### src/rtl/dram_readback_uart.sv
// Purpose: sweeps DPRA over LANES 32x1 RAM columns, captures DPO, streams the bits out as 8N1 UART bytes.
// Latency: SCAN takes 2*depth cycles; the first start bit follows at once, then bytes go back to back, CLK_DIV cycles per bit.
// Backpressure: none; start is ignored while busy (and on the cycle done pulses). Define DRAM_READBACK_HDR_EN to prepend a 0xA5 header byte.
module dram_readback_uart #(
  parameter int ADDR_W  = 5,
  parameter int LANES   = 2,
  parameter int CLK_DIV = 868
) (
  input  logic              clk,
  input  logic              rst,
  input  logic              start,
  output logic [ADDR_W-1:0] dpra,
  input  logic [LANES-1:0]  dpo,
  output logic              tx,
  output logic              busy,
  output logic              done
);

  localparam int DEPTH = 1 << ADDR_W;
  localparam int NDATA = LANES * DEPTH / 8;
`ifdef DRAM_READBACK_HDR_EN
  localparam int HDR = 1;
`else
  localparam int HDR = 0;
`endif
  localparam int NBYTES = NDATA + HDR;
  localparam int BYTE_W = (NBYTES > 1) ? $clog2(NBYTES) : 1;
  localparam int BAUD_W = $clog2(CLK_DIV);

  localparam logic [BAUD_W-1:0] BAUD_RELOAD = BAUD_W'(CLK_DIV - 1);
  localparam logic [BYTE_W-1:0] LAST_BYTE   = BYTE_W'(NBYTES - 1);
  localparam logic [ADDR_W-1:0] LAST_ADDR   = ADDR_W'(DEPTH - 1);
  localparam logic [3:0]        STOP_BIT    = 4'd9;

  typedef enum logic [1:0] {
    IDLE = 2'd0,
    SCAN = 2'd1,
    SEND = 2'd2
  } state_t;

  state_t                   state;
  state_t                   state_nxt;

  // Scan side: phase 0 = settle cycle, phase 1 = sample cycle.
  logic                     phase;
  logic [ADDR_W-1:0]        addr;
  // Lane k, address a lives at bit k*DEPTH + a, so overall byte b is cap[8b +: 8].
  logic [LANES*DEPTH-1:0]   cap;

  // UART side.
  logic [BAUD_W-1:0]        baud_cnt;
  logic [3:0]               bit_cnt;
  logic [BYTE_W-1:0]        byte_cnt;
  logic                     done_q;

  logic                     baud_tick;
  logic                     scan_last;
  logic                     send_last;
  logic [BYTE_W-1:0]        data_idx;
  logic [7:0]               cur_byte;
  logic                     tx_bit;

  // State register.
  always_ff @(posedge clk) begin
    if (rst) begin
      state <= IDLE;
    end else begin
      state <= state_nxt;
    end
  end

  // Next-state decode and registered-state outputs.
  always_comb begin
    state_nxt = state;
    scan_last = 1'b0;
    send_last = 1'b0;
    baud_tick = (baud_cnt == '0);
    busy      = (state != IDLE);
    tx        = 1'b1;
    case (state)
      IDLE: begin
        // done_q high means busy just fell this cycle; such a start is dropped.
        if (start && !done_q) begin
          state_nxt = SCAN;
        end
      end
      SCAN: begin
        scan_last = phase && (addr == LAST_ADDR);
        if (scan_last) begin
          state_nxt = SEND;
        end
      end
      SEND: begin
        tx        = tx_bit;
        send_last = baud_tick && (bit_cnt == STOP_BIT) && (byte_cnt == LAST_BYTE);
        if (send_last) begin
          state_nxt = IDLE;
        end
      end
      default: begin
        state_nxt = IDLE;
      end
    endcase
  end

  assign dpra = addr;
  assign done = done_q;

  // Address sweep: hold each address for a settle and a sample cycle; wraps to 0 after the last one.
  always_ff @(posedge clk) begin
    if (rst || state != SCAN) begin
      phase <= 1'b0;
      addr  <= '0;
    end else begin
      phase <= ~phase;
      if (phase) begin
        addr <= addr + ADDR_W'(1);
      end
    end
  end

  // Capture every lane's DPO bit on the sample cycle only.
  always_ff @(posedge clk) begin
    if (rst) begin
      cap <= '0;
    end else if (state == SCAN && phase) begin
      for (int k = 0; k < LANES; k++) begin
        for (int a = 0; a < DEPTH; a++) begin
          if (addr == ADDR_W'(a)) begin
            cap[k*DEPTH + a] <= dpo[k];
          end
        end
      end
    end
  end

  // Baud, bit and byte counters; held at their start values outside SEND.
  always_ff @(posedge clk) begin
    if (rst || state != SEND) begin
      baud_cnt <= BAUD_RELOAD;
      bit_cnt  <= '0;
      byte_cnt <= '0;
    end else if (baud_tick) begin
      baud_cnt <= BAUD_RELOAD;
      if (bit_cnt == STOP_BIT) begin
        bit_cnt  <= '0;
        byte_cnt <= send_last ? '0 : byte_cnt + BYTE_W'(1);
      end else begin
        bit_cnt <= bit_cnt + 4'd1;
      end
    end else begin
      baud_cnt <= baud_cnt - BAUD_W'(1);
    end
  end

  // Completion pulse lands on the cycle the FSM is back in IDLE.
  always_ff @(posedge clk) begin
    if (rst) begin
      done_q <= 1'b0;
    end else begin
      done_q <= send_last;
    end
  end

  // Select the current byte and the serial bit within its frame.
  always_comb begin
`ifdef DRAM_READBACK_HDR_EN
    data_idx = byte_cnt - BYTE_W'(1);
`else
    data_idx = byte_cnt;
`endif
    cur_byte = '0;
    for (int b = 0; b < NDATA; b++) begin
      if (data_idx == BYTE_W'(b)) begin
        cur_byte = cap[8*b +: 8];
      end
    end
`ifdef DRAM_READBACK_HDR_EN
    if (byte_cnt == '0) begin
      cur_byte = 8'hA5;
    end
`endif
    case (bit_cnt)
      4'd0:    tx_bit = 1'b0;
      STOP_BIT: tx_bit = 1'b1;
      default: tx_bit = cur_byte[3'(bit_cnt - 4'd1)];
    endcase
  end

endmodule
### config.mk
export PLATFORM = sky130hd
export DESIGN_NAME = dram_readback_uart
export DESIGN_NICKNAME = d
export VERILOG_FILES = /design/src/rtl/dram_readback_uart.sv
export SDC_FILE = /design/constraint.sdc
export NUM_CORES = 1
export LEC_CHECK = 0
export ABC_AREA = 0
export CORE_MARGIN = 1.5
export CORE_UTILIZATION = 50
export DETAILED_ROUTE_END_ITERATION = 10
export HOLD_SLACK_MARGIN = 0.06
export PLACE_DENSITY_LB_ADDON = 0.05
export SYNTH_ARGS = -nofsm -noshare
export SYNTH_HDL_FRONTEND = slang
export SYNTH_SLANG_ARGS = --single-unit
### constraint.sdc
create_clock -name clk -period 2.14 [get_ports clk]
set_input_delay 0.214 -clock clk [delete_from_list [all_inputs] [get_ports clk]]
set_output_delay 0.214 -clock clk [all_outputs]
set_load 0.05 [all_outputs]
# ---- Word level (Yosys, flattened, before mapping)
# Index checks and enable logic that the tools add are counted.
dict set report totals {
  word_cells 160
  output_inout_bits 8
  regBits 90
}
dict set report op_classes {
  order_cmp 1
  n_eq_ne 46
  n_mux 19
  add_sub_neg 5
  n_bitwise 1
  n_reduce_logical 49
}
# cell n
set op_table {}
lappend op_table {{equality test 5 bit (second input constant)} 16}
lappend op_table {{AND reduction 2 bit} 33}
lappend op_table {{two-way mux 8 bit} 8}
lappend op_table {{equality test 5 x 4 -> 1 bit (second input constant)} 8}
lappend op_table {{equality test 5 x 3 -> 1 bit (second input constant)} 4}
lappend op_table {{equality test 3 bit (second input constant)} 4}
lappend op_table {{equality test 5 x 2 -> 1 bit (second input constant)} 2}
lappend op_table {{logical NOT 10 bit} 1}
lappend op_table {{subtractor 10 x 1 -> 10 bit (second input constant)} 1}
lappend op_table {{inequality test 2 bit (second input constant)} 4}
lappend op_table {{equality test 3 x 2 -> 1 bit (second input constant)} 2}
lappend op_table {{two-way mux 2 bit} 3}
lappend op_table {{one-hot mux 2 bit (3 select lines)} 1}
lappend op_table {{adder 5 x 1 -> 5 bit (second input constant)} 1}
lappend op_table {{equality test 5 x 1 -> 1 bit (second input constant)} 1}
lappend op_table {{logical AND 1 bit} 5}
lappend op_table {{logical NOT 5 bit} 1}
lappend op_table {{adder 4 x 1 -> 4 bit (second input constant)} 1}
lappend op_table {{equality test 4 bit (second input constant)} 1}
lappend op_table {{logical NOT 4 bit} 1}
lappend op_table {{< comparator 3 x 4 -> 1 bit (second input constant)} 1}
lappend op_table {{two-way mux 4 bit} 1}
lappend op_table {{adder 3 x 1 -> 3 bit (second input constant)} 1}
lappend op_table {{binary-select mux 1 bit (select 3 bit)} 1}
lappend op_table {{16 further kinds} 19}

# ---- Logic depth before layout (Yosys ltp)
dict set report logic_depth {
  ltp_word 13
  mapped_depth 10
  depth_no_buf 8
}

# ---- Worst setup path after synthesis
# No wires, ideal clock.
dict set report synth_timing {
  kind {register to output}
  from {reg bit_cnt[0]}
  to {out tx}
  arrival_ps 2423
  path_stages_with_launch 8
  setup_slack_ps -497
  required_time_ps 1926
  cell_sequence {dfxtp_1 -> clkbuf_1 -> inv_1 -> ha_1 -> a211oi_1 -> a21oi_1 -> o221a_1 -> or4_1}
}
dict set report synth_between {
  elab_chain_len 5
}
# item line_no
set synth_rtl {}
lappend synth_rtl {{start, declared} 52} ;# logic [3:0] bit_cnt;
lappend synth_rtl {{start signal, assigned} 149} ;# bit_cnt <= bit_cnt + 4'd1;
lappend synth_rtl {{subtractor 3 x 1 -> 3 bit} 186} ;# default: tx_bit = cur_byte[3'(bit_cnt - 4'd1)];
lappend synth_rtl {{binary-select mux 1 bit (select 3 bit)} 186}
lappend synth_rtl {{two-way mux 1 bit (implied by the code)} 186}
lappend synth_rtl {{one-hot mux 1 bit (2 select lines) (*)} 183} ;# case (bit_cnt)
lappend synth_rtl {{two-way mux 1 bit (*)} 80} ;# case (state)
lappend synth_rtl {{end, declared} 14} ;# output logic tx,
# Every way passes the cells marked *; elsewhere a longest branch is shown, timed or not. The select of a mux whose other input is x is not followed.

# ---- Worst setup path in the final report
dict set report layout_timing {
  from {reg byte_cnt[0]}
  to {out tx}
}
dict set report layout_between {
  elab_chain_len 13
}
# item line_no
set layout_rtl {}
lappend layout_rtl {{start, declared} 53} ;# logic [BYTE_W-1:0] byte_cnt;
lappend layout_rtl {{start signal, assigned} 147} ;# byte_cnt <= send_last ? '0 : byte_cnt + BYTE_W'(1);
lappend layout_rtl {{logical NOT 3 bit} 174} ;# if (data_idx == BYTE_W'(b)) begin
lappend layout_rtl {{two-way mux 8 bit (7 in series)} 174}
lappend layout_rtl {{two-way mux 8 bit (*)} 174}
lappend layout_rtl {{binary-select mux 1 bit (select 3 bit) (*)} 186}
lappend layout_rtl {{two-way mux 1 bit (implied by the code) (*)} 186}
lappend layout_rtl {{one-hot mux 1 bit (2 select lines) (*)} 183}
lappend layout_rtl {{two-way mux 1 bit (*)} 80}
# Marks and branches as above.

==> summary.txt <==
Clocking
  – CTS Buffer Depth: 2
  – Clock latency on the worst-skew pair: 360 ps
  – Reg clk slew, reported paths: 90 ps
  – Root buf cell: clkbuf_8
  – H-tree levels: 3
  – TritonCTS clock tree: yes
  – Sink Count: 90
  – Post-CTS setup repair buffer count: 0
  – CTS Buf Count: 9

Drt
  – Detailed-route via count: 3969
  – Router iterations before antenna repair: 4
  – Iter 0 DRT Violations: 208
  – Drt drc: 0
  – Final wirelength: 11630 um
  – Number of routed nets with antenna violations: 0
  – Vias per Instance: 5.614
  – DR WL/cell: 16.45 um

Run
  – Max_cap viols: 0

Floorplan
  – Die X: 98.32 um
  – Rows: 34
  – Die area: 0.009667 sq mm
  – Starting Density: 0.5184
  – Core region area: 0.008763 sq mm
  – Die Height: 98.32 um
  – Io pins: 13

GRT
  – Antenna violations before repair: 0
  – Largest net degree at the start of global routing: 51
  – GRT Total Usage: 0.2548
  – First-pass GRT wire length: 19660 um
  – Overflow after GRT: 0
  – Vias in the first global route: 3932

Cells and area
  – Layout cells sized above 1: 0.1419
  – Final Net Count: 617
  – Layout area overhead: 15.64%
  – Finished Cell Area: 0.005254 sq mm
  – Antenna fix cells: 0

Setup path
  – CP Data Arrival Time: 2680 ps
  – Worst Setup End Kind: output port
  – Crit path max fanout: 8
  – Critical Path RT: 1930 ps
  – Startpoint types: flop
  – Crit Path Category: reg -> out

Pwr
  – Pwr dens: 583.2 mW/mm^2
  – Static Leak: 2.131 nW
  – Max IR drop VDD: 383.1 uV

Synth
  – Yosys reg bits: 90
  – Post-Syn Instances: 568
  – Count of cell types in the netlist: 50
  – Syn. warnings: 0
  – Count of flip-flops with a built-in enable after synthesis: 0
  – Most used DFF post-synth: dfxtp_1
  – Post-synth top cells: dfxtp_1 (90), nand2_1 (79), nor2_1 (72), nand3_1 (47), a21oi_1 (45)
  – Post-synthesis net count: 591
  – Syn avg cell area: 7.998 sq um
  – Count leader, synth: dfxtp_1
  – Synth area leader: dfxtp_1
  – Sequential area share after synthesis: 0.3966
  – Area share of the largest cell type after synthesis: 0.3966
  – Most area-consuming cells after synthesis: dfxtp_1 (40%), mux2i_1 (8.8%), nand2_1 (6.5%)
  – Post-synth ARST share: 0
  – Synthesized area: 0.004543 sq mm

Place
  – GP Congestion: 1.029
  – Placed Area: 0.004972 sq mm
  – HPWL Detailed: 8587 um
  – Port Buf Inserts: 12

Timing
  – Final Slew Violations: 0
  – Hold Vio Cnt, Final: 0
  – Final setup fails: 1
  – Highest clock rate: 0.3459 GHz
  – WHS: 250.2 ps
  – Max_slew headroom: 0.6639
  – Slew @ Worst Pin: 504.1 ps
  – Setup ws final: -751.4 ps
  – Fin crit period: 2891 ps
  – RSZ-0062 raised after global routing: yes
  – Final clock skew: 9.932 ps
  – Final Cycle Share: 1.351

Status
  – Failing checks: setup timing
  – Outcome: complete, but fails checks

Worst hold path
  – Worst hold-check path type: in -> reg
-- logic make-up (layout without fill, tap and decap cells) --
family	Yosys count	count (layout)	synth area share
compound gates	107	107	0.1526
xor+xnor	7	7	0.01350
fa+ha+maj	18	18	0.04957
buf+inv	60	91	0.05453
flops	90	90	0.3966
mux	40	40	0.08813
simple gates	246	246	0.2451
-- power by group --
| part | switching (mW) | internal, mW | total, mW |
|---|---|---|---|
| registers | 0.00407 | 1.67 | 1.68 |
| clock network | 0.628 | 0.666 | 1.29 |
| logic | 0.0644 | 0.0267 | 0.0910 |
-- routing by layer --
metal | global-route usage | share of wire
met5 | 0 | 0
met4 | 0.07476 | 0.017
met2 | 0.4320 | 0.49
met3 | 0.03937 | 0.039
met1 | 0.3353 | 0.46
-- final timing paths --
kind / slack (ps) / end / depth (start not counted) / from
setup / recovery: -750 / tx / 9 / byte_cnt[0]
hold / removal: 250 / cap[63] / 2 / rst
hold reg to reg: 420 / baud_cnt[0] / 1 / baud_cnt[0]
setup reg to reg: 180 / bit_cnt[3] / 7 / baud_cnt[0]
-- cell type report --
| cell class | count | area (sq um) |
|---|---|---|
| sequential | 90 | 1810 |
| clock inverter | 7 | 98.84 |
| clock buffer | 9 | 123.9 |
| inverter | 21 | 78.83 |
| timing repair buffer | 54 | 431.7 |
| fill | 828 | 3510 |
| multi-input combinational | 418 | 2575 |
| tap | 108 | 135.1 |
-- cells in the final DEF, fill, tap and decap left out, types with 10 or more instances in the layout --
| cell type | n |
|---|---|
| o21ai_0 | 16 |
| nor2_1 | 72 |
| inv_1 | 21 |
| a21oi_1 | 44 |
| buf_4 | 42 |
| ha_1 | 14 |
| clkdlybuf4s50_1 | 10 |
| nand3_1 | 47 |
| nand2_1 | 77 |
| nor3_1 | 10 |
| dfxtp_1 | 87 |
| mux2i_1 | 40 |
-- through the flow --
step	instances	setup slack, ps	util	TNS (ps)	power (mW)
global placement	691	-372.8	0.5674	-372.8	1.809
global route	707	-855.7	0.5995	-855.7	3.166
detailed placement	691	-432.9	0.5674	-432.9	1.810
floorplan	568	-194.1	-	-194.1	1.777
CTS	707	-716.3	0.5962	-716.3	3.097
finish	707	-751.4	0.5995	-751.4	3.064
-- flip-flops by register name (all words and copies together), names as in the netlist --
signal,flops
dpra,5
byte_cnt,3
state,2
done,1
baud_cnt,10
phase,1
bit_cnt,4
cap,64
-- what timing repair did --
item / in CTS / in global routing
resized for setup: 9 / 6
hold buffers: 0 / 0
pin swaps: 1 / 0
setup endpoints to repair: 1 / 3
-- worst max-delay path, stage by stage, from the launching register on --
cell      delay (ps)
dfxtp_4          380
inv_1             80
ha_1             230
buf_4            180
a221o_1          290
a211oi_1         200
a21oi_1          100
o221a_1          270
or4_4            430
buf_6            170
No activity file was read; power rests on OpenSTA's default activity.
